==> src/rtl/morse_decoder_pkg.sv <==
// Shared Morse constants: letter codes, decoder state encoding and default unit timing.
package morse_decoder_pkg;

  localparam int unsigned DEF_DASH_UNITS = 3;
  localparam int unsigned DEF_GAP_UNITS  = 3;
  localparam int unsigned DEF_MAX_SYM    = 4;

  localparam int unsigned LTR_W  = 3;
  localparam int unsigned NSYM_W = 3;

  localparam logic [LTR_W-1:0] LTR_A = 3'd0;
  localparam logic [LTR_W-1:0] LTR_B = 3'd1;
  localparam logic [LTR_W-1:0] LTR_C = 3'd2;
  localparam logic [LTR_W-1:0] LTR_D = 3'd3;
  localparam logic [LTR_W-1:0] LTR_E = 3'd4;
  localparam logic [LTR_W-1:0] LTR_F = 3'd5;
  localparam logic [LTR_W-1:0] LTR_G = 3'd6;
  localparam logic [LTR_W-1:0] LTR_H = 3'd7;

  typedef enum logic [1:0] {
    ST_IDLE  = 2'd0,
    ST_MARK  = 2'd1,
    ST_SPACE = 2'd2,
    ST_ERR   = 2'd3
  } state_t;

endpackage

==> src/rtl/morse_lut.sv <==
// Combinational symbol-sequence lookup: symbol count + left-aligned pattern -> letter code.
module morse_lut
  import morse_decoder_pkg::*;
#(
  parameter int unsigned MAX_SYM = DEF_MAX_SYM
) (
  input  logic [NSYM_W-1:0]  nsym,
  input  logic [MAX_SYM-1:0] pattern,
  output logic [LTR_W-1:0]   letter_c,
  output logic               hit_c
);

  // Only the top four symbol slots can be populated for a valid letter
  logic [3:0] top;
  assign top = pattern[MAX_SYM-1 -: 4];

  always_comb begin
    letter_c = LTR_A;
    hit_c    = 1'b1;
    case ({nsym, top})
      {3'd2, 4'b0100}: letter_c = LTR_A;
      {3'd4, 4'b1000}: letter_c = LTR_B;
      {3'd4, 4'b1010}: letter_c = LTR_C;
      {3'd3, 4'b1000}: letter_c = LTR_D;
      {3'd1, 4'b0000}: letter_c = LTR_E;
      {3'd4, 4'b0010}: letter_c = LTR_F;
      {3'd3, 4'b1100}: letter_c = LTR_G;
      {3'd4, 4'b0000}: letter_c = LTR_H;
      default:         hit_c    = 1'b0;
    endcase
  end

endmodule

==> src/rtl/morse_decoder.sv <==
// Morse receiver: samples the LED stream on unit ticks, classifies marks/spaces into
// dots and dashes, and emits a letter code (valid) or an error pulse at each letter gap.
module morse_decoder
  import morse_decoder_pkg::*;
#(
  parameter int unsigned DASH_UNITS = DEF_DASH_UNITS,
  parameter int unsigned GAP_UNITS  = DEF_GAP_UNITS,
  parameter int unsigned MAX_SYM    = DEF_MAX_SYM
) (
  input  logic             CLOCK_50,
  input  logic             reset,
  input  logic             tick,
  input  logic             morse_in,
  output logic [LTR_W-1:0] letter,
  output logic             valid,
  output logic             error
);

  localparam int unsigned RUN_MAX = ((DASH_UNITS > GAP_UNITS) ? DASH_UNITS : GAP_UNITS) + 1;
  localparam int unsigned RUN_W   = $clog2(RUN_MAX + 1);

  state_t               state, state_n;
  logic [RUN_W-1:0]     run, run_n;
  logic [NSYM_W-1:0]    nsym, nsym_n;
  logic [MAX_SYM-1:0]   pattern, pattern_n;
  logic [LTR_W-1:0]     letter_n;
  logic                 valid_n, error_n;
  logic [MAX_SYM-1:0]   dash_mask;
  logic [LTR_W-1:0]     lut_letter;
  logic                 lut_hit;

  morse_lut #(.MAX_SYM(MAX_SYM)) u_lut (
    .nsym     (nsym),
    .pattern  (pattern),
    .letter_c (lut_letter),
    .hit_c    (lut_hit)
  );

  // Bit position of the next symbol slot, first symbol in the MSB
  assign dash_mask = {1'b1, {(MAX_SYM-1){1'b0}}} >> nsym;

  always_ff @(posedge CLOCK_50 or negedge reset) begin
    if (!reset) begin
      state   <= ST_IDLE;
      run     <= '0;
      nsym    <= '0;
      pattern <= '0;
      letter  <= '0;
      valid   <= 1'b0;
      error   <= 1'b0;
    end else begin
      state   <= state_n;
      run     <= run_n;
      nsym    <= nsym_n;
      pattern <= pattern_n;
      letter  <= letter_n;
      valid   <= valid_n;
      error   <= error_n;
    end
  end

  always_comb begin
    state_n   = state;
    run_n     = run;
    nsym_n    = nsym;
    pattern_n = pattern;
    letter_n  = letter;
    valid_n   = 1'b0;
    error_n   = 1'b0;
    if (tick) begin
      case (state)
        ST_IDLE: begin
          if (morse_in) begin
            state_n = ST_MARK;
            run_n   = RUN_W'(1);
          end
        end
        ST_MARK: begin
          if (morse_in) begin
            if (run == RUN_W'(DASH_UNITS)) begin
              state_n = ST_ERR;
              run_n   = '0;
              error_n = 1'b1;
            end else begin
              run_n = run + RUN_W'(1);
            end
          end else if ((run != RUN_W'(1) && run != RUN_W'(DASH_UNITS)) ||
                       nsym == NSYM_W'(MAX_SYM)) begin
            // Falling sample already counts as the first zero of the error gap
            state_n = ST_ERR;
            run_n   = RUN_W'(1);
            error_n = 1'b1;
          end else begin
            if (run != RUN_W'(1)) pattern_n = pattern | dash_mask;
            nsym_n  = nsym + NSYM_W'(1);
            state_n = ST_SPACE;
            run_n   = RUN_W'(1);
          end
        end
        ST_SPACE: begin
          if (morse_in) begin
            state_n = ST_MARK;
            run_n   = RUN_W'(1);
          end else if (run + RUN_W'(1) >= RUN_W'(GAP_UNITS)) begin
            if (lut_hit) letter_n = lut_letter;
            valid_n   = lut_hit;
            error_n   = !lut_hit;
            nsym_n    = '0;
            pattern_n = '0;
            run_n     = '0;
            state_n   = ST_IDLE;
          end else begin
            run_n = run + RUN_W'(1);
          end
        end
        ST_ERR: begin
          if (morse_in) begin
            run_n = '0;
          end else if (run + RUN_W'(1) >= RUN_W'(GAP_UNITS)) begin
            nsym_n    = '0;
            pattern_n = '0;
            run_n     = '0;
            state_n   = ST_IDLE;
          end else begin
            run_n = run + RUN_W'(1);
          end
        end
        default: state_n = ST_IDLE;
      endcase
    end
  end

endmodule

==> config.mk <==
export PLATFORM = sky130hd
export DESIGN_NAME = morse_decoder
export DESIGN_NICKNAME = d
export VERILOG_FILES = /design/src/rtl/morse_decoder_pkg.sv /design/src/rtl/morse_lut.sv /design/src/rtl/morse_decoder.sv
export SDC_FILE = /design/constraint.sdc
export NUM_CORES = 1
export LEC_CHECK = 0
export BUFFER_PORTS_ARGS = -buffer_cell sky130_fd_sc_hd__buf_2
export CAP_MARGIN = 25
export CORE_UTILIZATION = 60
export DETAILED_ROUTE_END_ITERATION = 16
export GPL_TIMING_DRIVEN = 0
export PLACE_DENSITY = 0.9
export SETUP_SLACK_MARGIN = 0.1
export SKIP_CTS_REPAIR_TIMING = 1
export SYNTH_ARGS = -nofsm -noshare
export SYNTH_HDL_FRONTEND = slang
export SYNTH_HIERARCHICAL = 1
export SYNTH_SLANG_ARGS = --single-unit
==> constraint.sdc <==
create_clock -name CLOCK_50 -period 3.9 [get_ports CLOCK_50]
set_clock_uncertainty 0.1 [all_clocks]
set_input_delay 0.39 -clock CLOCK_50 [delete_from_list [all_inputs] [get_ports CLOCK_50]]
set_output_delay 0.39 -clock CLOCK_50 [all_outputs]
set_load 0.02 [all_outputs]
Yosys cells after proc, flatten, opt, wreduce, memory -nomap -nowiden
Index checks and enable logic that the tools add are counted.
{ "totals": {"register_bits": 17, "in_bits": 4, "out_inout_bits": 5, "word_cells": 87} }
{ "classes": {"n_addsub": 2, "order_cmp": 1, "n_eq_ne": 23, "shifts": 1, "mux": 39, "bitwise": 2, "reduce_logical": 12} }
{ "op_table": {"columns": ["op", "n"], "rows": [
  ["two-way mux 3 bit", 10],
  ["== test 7 bit (second input constant)", 4],
  ["== test 7 x 6 -> 1 bit (second input constant)", 3],
  ["one-hot mux 3 bit (7 select lines)", 1],
  ["two-way mux 4 bit", 5],
  ["two-way mux 1 bit", 12],
  ["two-way mux 2 bit", 6],
  ["!= test 2 bit (second input constant)", 6],
  ["one-hot mux 3 bit (4 select lines)", 1],
  ["one-hot mux 2 bit (4 select lines)", 1],
  ["one-hot mux 4 bit (2 select lines)", 1],
  ["OR reduction 8 bit", 1],
  ["== test 7 x 5 -> 1 bit (second input constant)", 1],
  ["AND reduction 7 bit", 1],
  ["adder 3 x 1 -> 3 bit (second input constant)", 2],
  ["one-hot mux 3 bit (2 select lines)", 1],
  ["AND reduction 6 bit", 1],
  ["AND reduction 5 bit", 1],
  ["== test 2 bit (second input constant)", 2],
  ["bitwise OR 4 bit", 1],
  ["AND reduction 4 bit", 1],
  ["right shift 4 x 3 -> 4 bit (first input constant)", 1],
  ["== test 3 x 2 -> 1 bit (second input constant)", 1],
  ["== test 3 bit (second input constant)", 1],
  ["15 further kinds", 15]
]} }

Depth between registers and ports, before layout
Gate-level depths: netlist of run 1.
{ "logic_depth": {"ltp_word": 8, "mapped_depth": 7, "mapped_depth_nobuf": 6} }

Cells and area by module
Netlist of run 1, hierarchy kept.
{ "by_module_without_submodules": {"columns": ["mod", "n_inst", "cells_each", "area_per_inst_um2", "seq_area_each_um2"], "rows": [
  ["morse_decoder", 1, 103, 1124.8, 425.4],
  ["morse_lut", 1, 20, 133.9, 0.0]
]} }

Least setup slack after synthesis of run 1
OpenSTA, ideal clock, no wires.
{ "synth_timing": {"kind": "register to register", "startpoint": "register run[0]", "endpoint": "register letter[1]", "setup_ns": 0.125, "arrival_ns": 1.769, "required_ns": 3.675, "slack_ns": 1.906, "stages_incl_launch_ff": 8, "path_buffers": 1, "period_less_slack_ns": 1.994, "cell_sequence": "dfrtp_1 ha_1 ha_1 and2b_1 nand2_4 and4_1 buf_4 mux2_2"} }
{ "synth_between": {"elab_chain_len": 3} }
{ "synth_lines": {"columns": ["element", "line_no", "source"], "rows": [
  ["start: declaration", "morse_decoder.sv:23", "logic [RUN_W-1:0] run, run_n;"],
  ["start signal: assignment", "morse_decoder.sv:53", "run <= run_n;"],
  ["adder 3 x 1 -> 3 bit", "morse_decoder.sv:104", "end else if (run + RUN_W'(1) >= RUN_W'(GAP_UNITS)) begin"],
  ["greater-or-equal comparator 3 x 2 -> 1 bit", "morse_decoder.sv:104", null],
  ["AND reduction 5 bit (no source line)", null, null],
  ["end signal: assignment", "morse_decoder.sv:56", "letter <= letter_n;"],
  ["end: declaration", "morse_decoder.sv:14", "output logic [LTR_W-1:0] letter,"]
]} }
No other way between the ends.
A chain may end at the register's enable or synchronous reset.

Final worst setup path of run 1
{ "layout_timing": {"startpoint": "register run[0]", "endpoint": "register letter[0]"} }
Same word-level chain as after synthesis.

==> summary.txt, run 1 <==
Layout
  • # fillers: 159
  • Register area: 425.4 um2
  • Most common cell after layout, fill and taps aside: dfrtp_1
  • Antenna cells: 0
  • Area growth, synth to finish: 8.747%
  • Area of the multi-input gates: 772.0 um2
  • Final cell count without fillers: 163
  • Share of post-route cells with drive strength above 1: 18.38%
  • Most frequent cells in the layout: dfrtp_1 (17), ha_1 (15), inv_1 (13)
  • Final Util: 69.77%
  • Fin nets: 156

Route
  • Final wirelength: 2508 um
  • Violation count after the first detailed-routing iteration: 17
  • First-pass iteration count of the detailed router: 4
  • Antenna viol nets, final: 0
  • Remaining DRCs: 0
  • DR vias: 1019
  • Vias per cell: 6.252
  • Drt wl/cell: 15.39 um

Clock network
  • CTS sink count: 17
  • Reg clk slew, reported paths: 100 ps
  • # H-tree levels: 1
  • TritonCTS buffer count: 3
  • CTS tree: done
  • Clk_lat worst skew: 290 ps
  • Root Buffer: clkbuf_4
  • CTS Buffer Depth: 2

Worst setup path
  • Crit path launch type: flop
  • Max FO, Critical Path: 8
  • CP Capture Type: flop
  • Worst Path Arrival: 2250 ps
  • Crit path kind: flop to flop
  • Reg-to-Reg End: letter[0]
  • FF-to-FF Start: run[0]
  • Buf/Inv on CP: 2
  • CP required: 3980 ps
  • Worst reg2reg setup slack: 1730 ps
  • Slowest CP cell: dfrtp_1
  • R2R cell count: 7
  • Top delay family on crit path: simple AND/OR/NAND/NOR gates
  • Worst path max stage delay: 480 ps
  • CP Cell Sequence: inv_1 -> ha_1 -> or2_2 -> nand2_4 -> and4_1 -> buf_4 -> mux2_1

Place
  • HPWL after DPL: 1912 um
  • Routability Congestion: 0.7775
  • Placed cells: 158
  • Port bufs: 8

Yosys
  • Mean post-synth cell area: 10.23 um2
  • Synthesized Nets: 142
  • Top cell type's share of synthesized area: 33.80%
  • Yosys warns: 6
  • Sequential share of the synthesized area: 33.80%
  • Yosys reg bits: 17
  • Mapped cell area: 0.001259 mm2
  • Most area-hungry cell type in the Yosys netlist: dfrtp_1
  • Post-synthesis instance total: 123
  • Unique cell type count in the Yosys netlist: 44
  • Synth top area cells: dfrtp_1 (34%), ha_1 (15%), inv_1 (3.9%)

Pwr
  • Power Density: 723.8 mW/mm2
  • Pleak: 0.6744 nW
  • Final total power: 0.9908 mW
  • Max rail drop VDD: 0.0005068 V

STA
  • Final setup fails: 0
  • Fin. max-slew vios: 0
  • Worst Tran Pin Value: 487.6 ps
  • Period utilisation layout: 55.66%
  • Final Hold Viols: 0
  • Slew margin rel.: 67.15%
  • Setup TNS: 0 ps
  • Max Fclk: 460.7 MHz
  • RSZ-0062 raised after global routing: false
  • Min cycle time layout: 2171 ps

GRT
  • GR Util All Layers: 25.10%
  • Initial antenna violation count: 0
  • Largest net degree at the start of global routing: 18
  • Total global routing overflow: 0
  • First-pass GRT wire length: 4002 um
  • Vias in the first global route: 898

Floorplanning
  • Cell Rows: 16
  • Ports: 9
  • DIE WIDTH: 47.80 um
  • Die area: 0.002285 mm2
  • Initial core utilization: 64.16%
  • Chip height: 47.80 um
  • Core area: 0.001962 mm2

Min path
  • Hold endpoint: error
  • Hold crit path type: primary input to flop
  • WHS Path Cells: 2
  • Hold Crit Start: tick

Run
  • Max_cap viols: 0

Run status
  • Outcome: finished clean
[power by group]
| part | internal [mW] | switching, mW |
|---|---|---|
| registers | 0.238 | 0.102 |
| logic | 0.247 | 0.306 |
| clock network | 0.0398 | 0.0582 |
[sequential cells by signal, indices dropped and copies added, names as in the netlist]
register / cells
state: 2
nsym: 3
valid: 1
letter: 3
pattern: 4
error: 1
run: 3
[worst max path at each step]
stage,from,to,slack (ps),cells past startpoint
6_report,run[0],letter[0],1730,7
5_1_grt,run[0],letter[0],1620,7
4_1_cts,run[0],letter[0],1730,7
3_5_place_dp,run[0],letter[0],1740,7
3_3_place_gp,nsym[2],letter[2],1810,5
2_1_floorplan,run[0],letter[1],1910,7
[cell type report]
class	instances	area share (%)
multi-input cells	91	56.40
clock buffers	4	1.920
inverters	13	3.565
well taps	27	2.468
flip-flops and latches	17	31.08
plain buffers	2	0.9141
repair buffers	9	3.656
[metrics by stage]
step	hold WS, ps	area (um2)	setup slack, ps
after floorplan	-5.591	1259	1906
after global placement	228.3	1333	1805
after detailed placement	236.5	1333	1740
after CTS	-83.28	1359	1726
after global routing	288.6	1369	1624
final	282.6	1369	1729
[cells in the mapped netlist]
master	count
a21bo_4	1
a22o_1	4
buf_4	1
and3_1	2
mux2_1	1
nor3b_1	1
or4_1	1
o21ai_0	4
nand2b_1	1
o31ai_4	1
nand2_1	7
o22ai_1	4
a41oi_2	1
dfrtp_1	17
o21a_1	2
and4_1	1
nor2_1	7
and3_2	1
o41ai_4	1
mux2i_1	1
or2_2	1
nor2b_1	5
and2b_1	1
a21oi_1	3
mux2_2	3
nand2_4	1
and3b_1	1
nor3_1	1
nand4_2	1
xor2_1	1
nor4_1	1
o211ai_1	1
ha_1	15
inv_1	13
or3_4	1
o41ai_1	2
o31ai_1	1
a221oi_1	1
nand3_1	2
a21boi_0	2
a32o_1	2
buf_2	1
o211a_1	3
o32a_1	1
[worst reg2reg max path: cells and delay by family, from the launching register on]
kind / cells / cell delay [ps]
adder cells (fa/ha/maj): 1 / 300
buffers and inverters: 2 / 210
flip-flops: 1 / 480
multiplexers: 1 / 340
AND/OR/NAND/NOR: 3 / 620
[metal layers]
| metal | part of all wire, % | wire, um | track usage (%) |
|---|---|---|---|
| met5 | 0 | 0 | 0 |
| met4 | 0.36 | 9 | 3.333 |
| met3 | 2.8 | 71 | 5.660 |
| met2 | 52 | 1305 | 45.14 |
| met1 | 45 | 1122 | 31.25 |
[kinds of logic after synthesis]
kind of cell | Yosys count | synth area share (%)
simple gates | 36 | 16.90
compound gates | 34 | 24.45
flops | 17 | 33.80
buf+inv | 15 | 4.871
fa+ha+maj | 15 | 14.91
mux | 5 | 4.374
xor+xnor | 1 | 0.6960
No activity file was read; power rests on OpenSTA's default activity.
==> run 2: changes to the inputs <==
--- a/config.mk
+++ b/config.mk
@@ -7,10 +7,10 @@
 export LEC_CHECK = 0
 export BUFFER_PORTS_ARGS = -buffer_cell sky130_fd_sc_hd__buf_2
 export CAP_MARGIN = 25
-export CORE_UTILIZATION = 60
+export CORE_UTILIZATION = 59
 export DETAILED_ROUTE_END_ITERATION = 16
 export GPL_TIMING_DRIVEN = 0
-export PLACE_DENSITY = 0.9
+export PLACE_DENSITY = 0.89
 export SETUP_SLACK_MARGIN = 0.1
 export SKIP_CTS_REPAIR_TIMING = 1
 export SYNTH_ARGS = -nofsm -noshare
==> constraint.sdc (replaced) <==
create_clock -name CLOCK_50 -period 2.3 [get_ports CLOCK_50]
set_clock_uncertainty 0.1 [all_clocks]
set_input_delay 0.23 -clock CLOCK_50 [delete_from_list [all_inputs] [get_ports CLOCK_50]]
set_output_delay 0.23 -clock CLOCK_50 [all_outputs]
set_load 0.02 [all_outputs]
==> run 2 against run 1 <==
First-iteration DRC count increased by 41%. Worst setup slack lost 1500 ps. Global-route usage decreased by 1.0 points. Die area rose by 1.6%. Critical path type unchanged. Highest routed layer unchanged.
==> summary.txt, run 2 (same netlist as run 1, synthesis figures left out) <==
Run status
  • Outcome: finished clean (unchanged)

Layout
  • Fin nets: 157 (was 156)
  • Antenna cells: 0 (unchanged)
  • Largest reg by FF count: pattern (unchanged)
  • Share of post-route cells with drive strength above 1: 21.17% (was 18.38%)
  • Area growth, synth to finish: 9.941% (was 8.747%)
  • Max reg flops: 4 (unchanged)
  • Most frequent cells in the layout: ha_1 (15), dfrtp_1 (15), inv_1 (13) (was dfrtp_1 (17), ha_1 (15), inv_1 (13))

Route
  • DR vias: 983 (was 1019)
  • Antenna viol nets, final: 0 (unchanged)
  • Violation count after the first detailed-routing iteration: 24 (was 17)
  • Vias per cell: 5.994 (was 6.252)
  • Drt wl/cell: 15.72 um (was 15.39 um)
  • Final wirelength: 2578 um (was 2508 um)
  • First-pass iteration count of the detailed router: 4 (unchanged)
  • Remaining DRCs: 0 (unchanged)

Place
  • HPWL after DPL: 1940 um (was 1912 um)
  • Port bufs: 8 (unchanged)
  • Routability Congestion: 0.8274 (was 0.7775)

Floorplanning
  • Die area: 0.002322 mm2 (was 0.002285 mm2)
  • DIE WIDTH: 48.19 um (was 47.80 um)
  • Cell Rows: 16 (unchanged)
  • Initial core utilization: 63.51% (was 64.16%)
  • Ports: 9 (unchanged)
  • Chip height: 48.19 um (was 47.80 um)
  • Core area: 0.001982 mm2 (was 0.001962 mm2)

STA
  • Min cycle time layout: 2116 ps (was 2171 ps)
  • Fin. max-slew vios: 0 (unchanged)
  • Final setup fails: 0 (unchanged)
  • Setup TNS: 0 ps (unchanged)
  • RSZ-0062 raised after global routing: true (was false)
  • Worst Tran Pin Value: 482.4 ps (was 487.6 ps)
  • Max Fclk: 472.6 MHz (was 460.7 MHz)
  • Slew margin rel.: 67.72% (was 67.15%)
  • Period utilisation layout: 92.00% (was 55.66%)
  • Final Hold Viols: 0 (unchanged)
  • Final hold slack: 129.2 ps (was 282.6 ps)

Worst setup path
  • Crit path kind: flop to flop (unchanged)
  • Max FO, Critical Path: 7 (was 8)
  • Worst reg2reg setup slack: 180 ps (was 1730 ps)
  • CP Capture Type: flop (unchanged)
  • Crit path launch type: flop (unchanged)
  • Launch point of the worst path: run[0] (unchanged)
  • R2R cell count: 7 (unchanged)
  • FF-to-FF Start: run[0] (unchanged)
  • CP required: 2390 ps (was 3980 ps)
  • Reg-to-Reg End: letter[2] (was letter[0])
  • Setup crit end: letter[2] (was letter[0])
  • Worst Path Arrival: 2200 ps (was 2250 ps)

GRT
  • Largest net degree at the start of global routing: 18 (unchanged)
  • GR Util All Layers: 24.08% (was 25.10%)
  • Vias in the first global route: 877 (was 898)
  • Initial antenna violation count: 0 (unchanged)
  • Total global routing overflow: 0 (unchanged)
  • First-pass GRT wire length: 3829 um (was 4002 um)

Clock network
  • CTS sink count: 17 (unchanged)
  • Root Buffer: clkbuf_4 (unchanged)
  • CTS Buffer Depth: 2 (unchanged)
  • # H-tree levels: 1 (unchanged)
  • TritonCTS buffer count: 3 (unchanged)
  • CTS tree: done (unchanged)
  • Reg clk slew, reported paths: 100 ps (about the same)
  • Clk_lat worst skew: 290 ps (about the same)

Pwr
  • Power Density: 1239 mW/mm2 (was 723.8 mW/mm2)
  • Comb pwr share: 56.9% (was 55.8%)
  • Pleak: 0.6792 nW (was 0.6744 nW)
  • Sequential share of power: 33.9% (was 34.3%)
  • Max rail drop VDD: 0.0006696 V (was 0.0005068 V)
  • Final total power: 1.714 mW (was 0.9908 mW)
  • Sw Pwr: 0.8074 mW (was 0.4658 mW)
  • Clock share of power: 9.3% (was 9.9%)
  • Switching Fraction: 47.10% (was 47.01%)
  • Internal Power: 0.9069 mW (was 0.5250 mW)

Run
  • Max_cap viols: 0 (unchanged)

Min path
  • Hold crit path type: primary input to flop (unchanged)
==> run 2: critical path: stages (launching register included) <==
cell and delay (ps):
dfrtp_2 460, ha_1 240, ha_1 270, and2b_1 190
nand2_4 110, and4_1 190, buf_4 120, mux2_2 320
==> run 2: how the worst min path moves through the flow <==
stage / cells past startpoint / start / to
final: 2 / tick / error
after global routing: 2 / tick / error
after CTS: 1 / reset / pattern[1]
after detailed placement: 1 / reset / pattern[1]
after global placement: 1 / reset / pattern[1]
after floorplan: 0 / reset / error
==> run 2: metrics by stage <==
stage               setup slack, ps  std cells  util [%]  instance area, um2
global placement              212.0        158     67.23                1333
CTS                           127.9        162     68.56                1359
detailed placement            149.6        158     67.23                1333
global route                  96.23        164     69.82                1384
finish                        183.9        164     69.82                1384
floorplan                     306.5        123         -                1259
==> run 2: per-layer routing <==
metal  GRT usage [%]  wire length [um]  vias up
li1                -                 -      483
met1           27.77              1173      474
met2           44.00              1319       22
met3           3.704                51        4
met4           9.444                34        0
met5               0                 0        -
==> run 2: area by class of cell <==
class	count	area, um2
tap	27	33.78
inverter	13	48.80
multi-input combinational	91	777.0
clock buffer	4	26.28
fill	152	598.1
sequential	17	427.9
timing repair buffer	10	57.56
buffer	2	12.51
==> run 2: power groups by stage <==
stage	logic (mW)	clock network (mW)	registers (mW)
2_1_floorplan	0.736	0	0.546
3_3_place_gp	0.878	0	0.568
3_5_place_dp	0.933	0	0.586
4_1_cts	0.940	0.164	0.577
5_1_grt	1.08	0.185	0.605
6_report	0.975	0.159	0.581
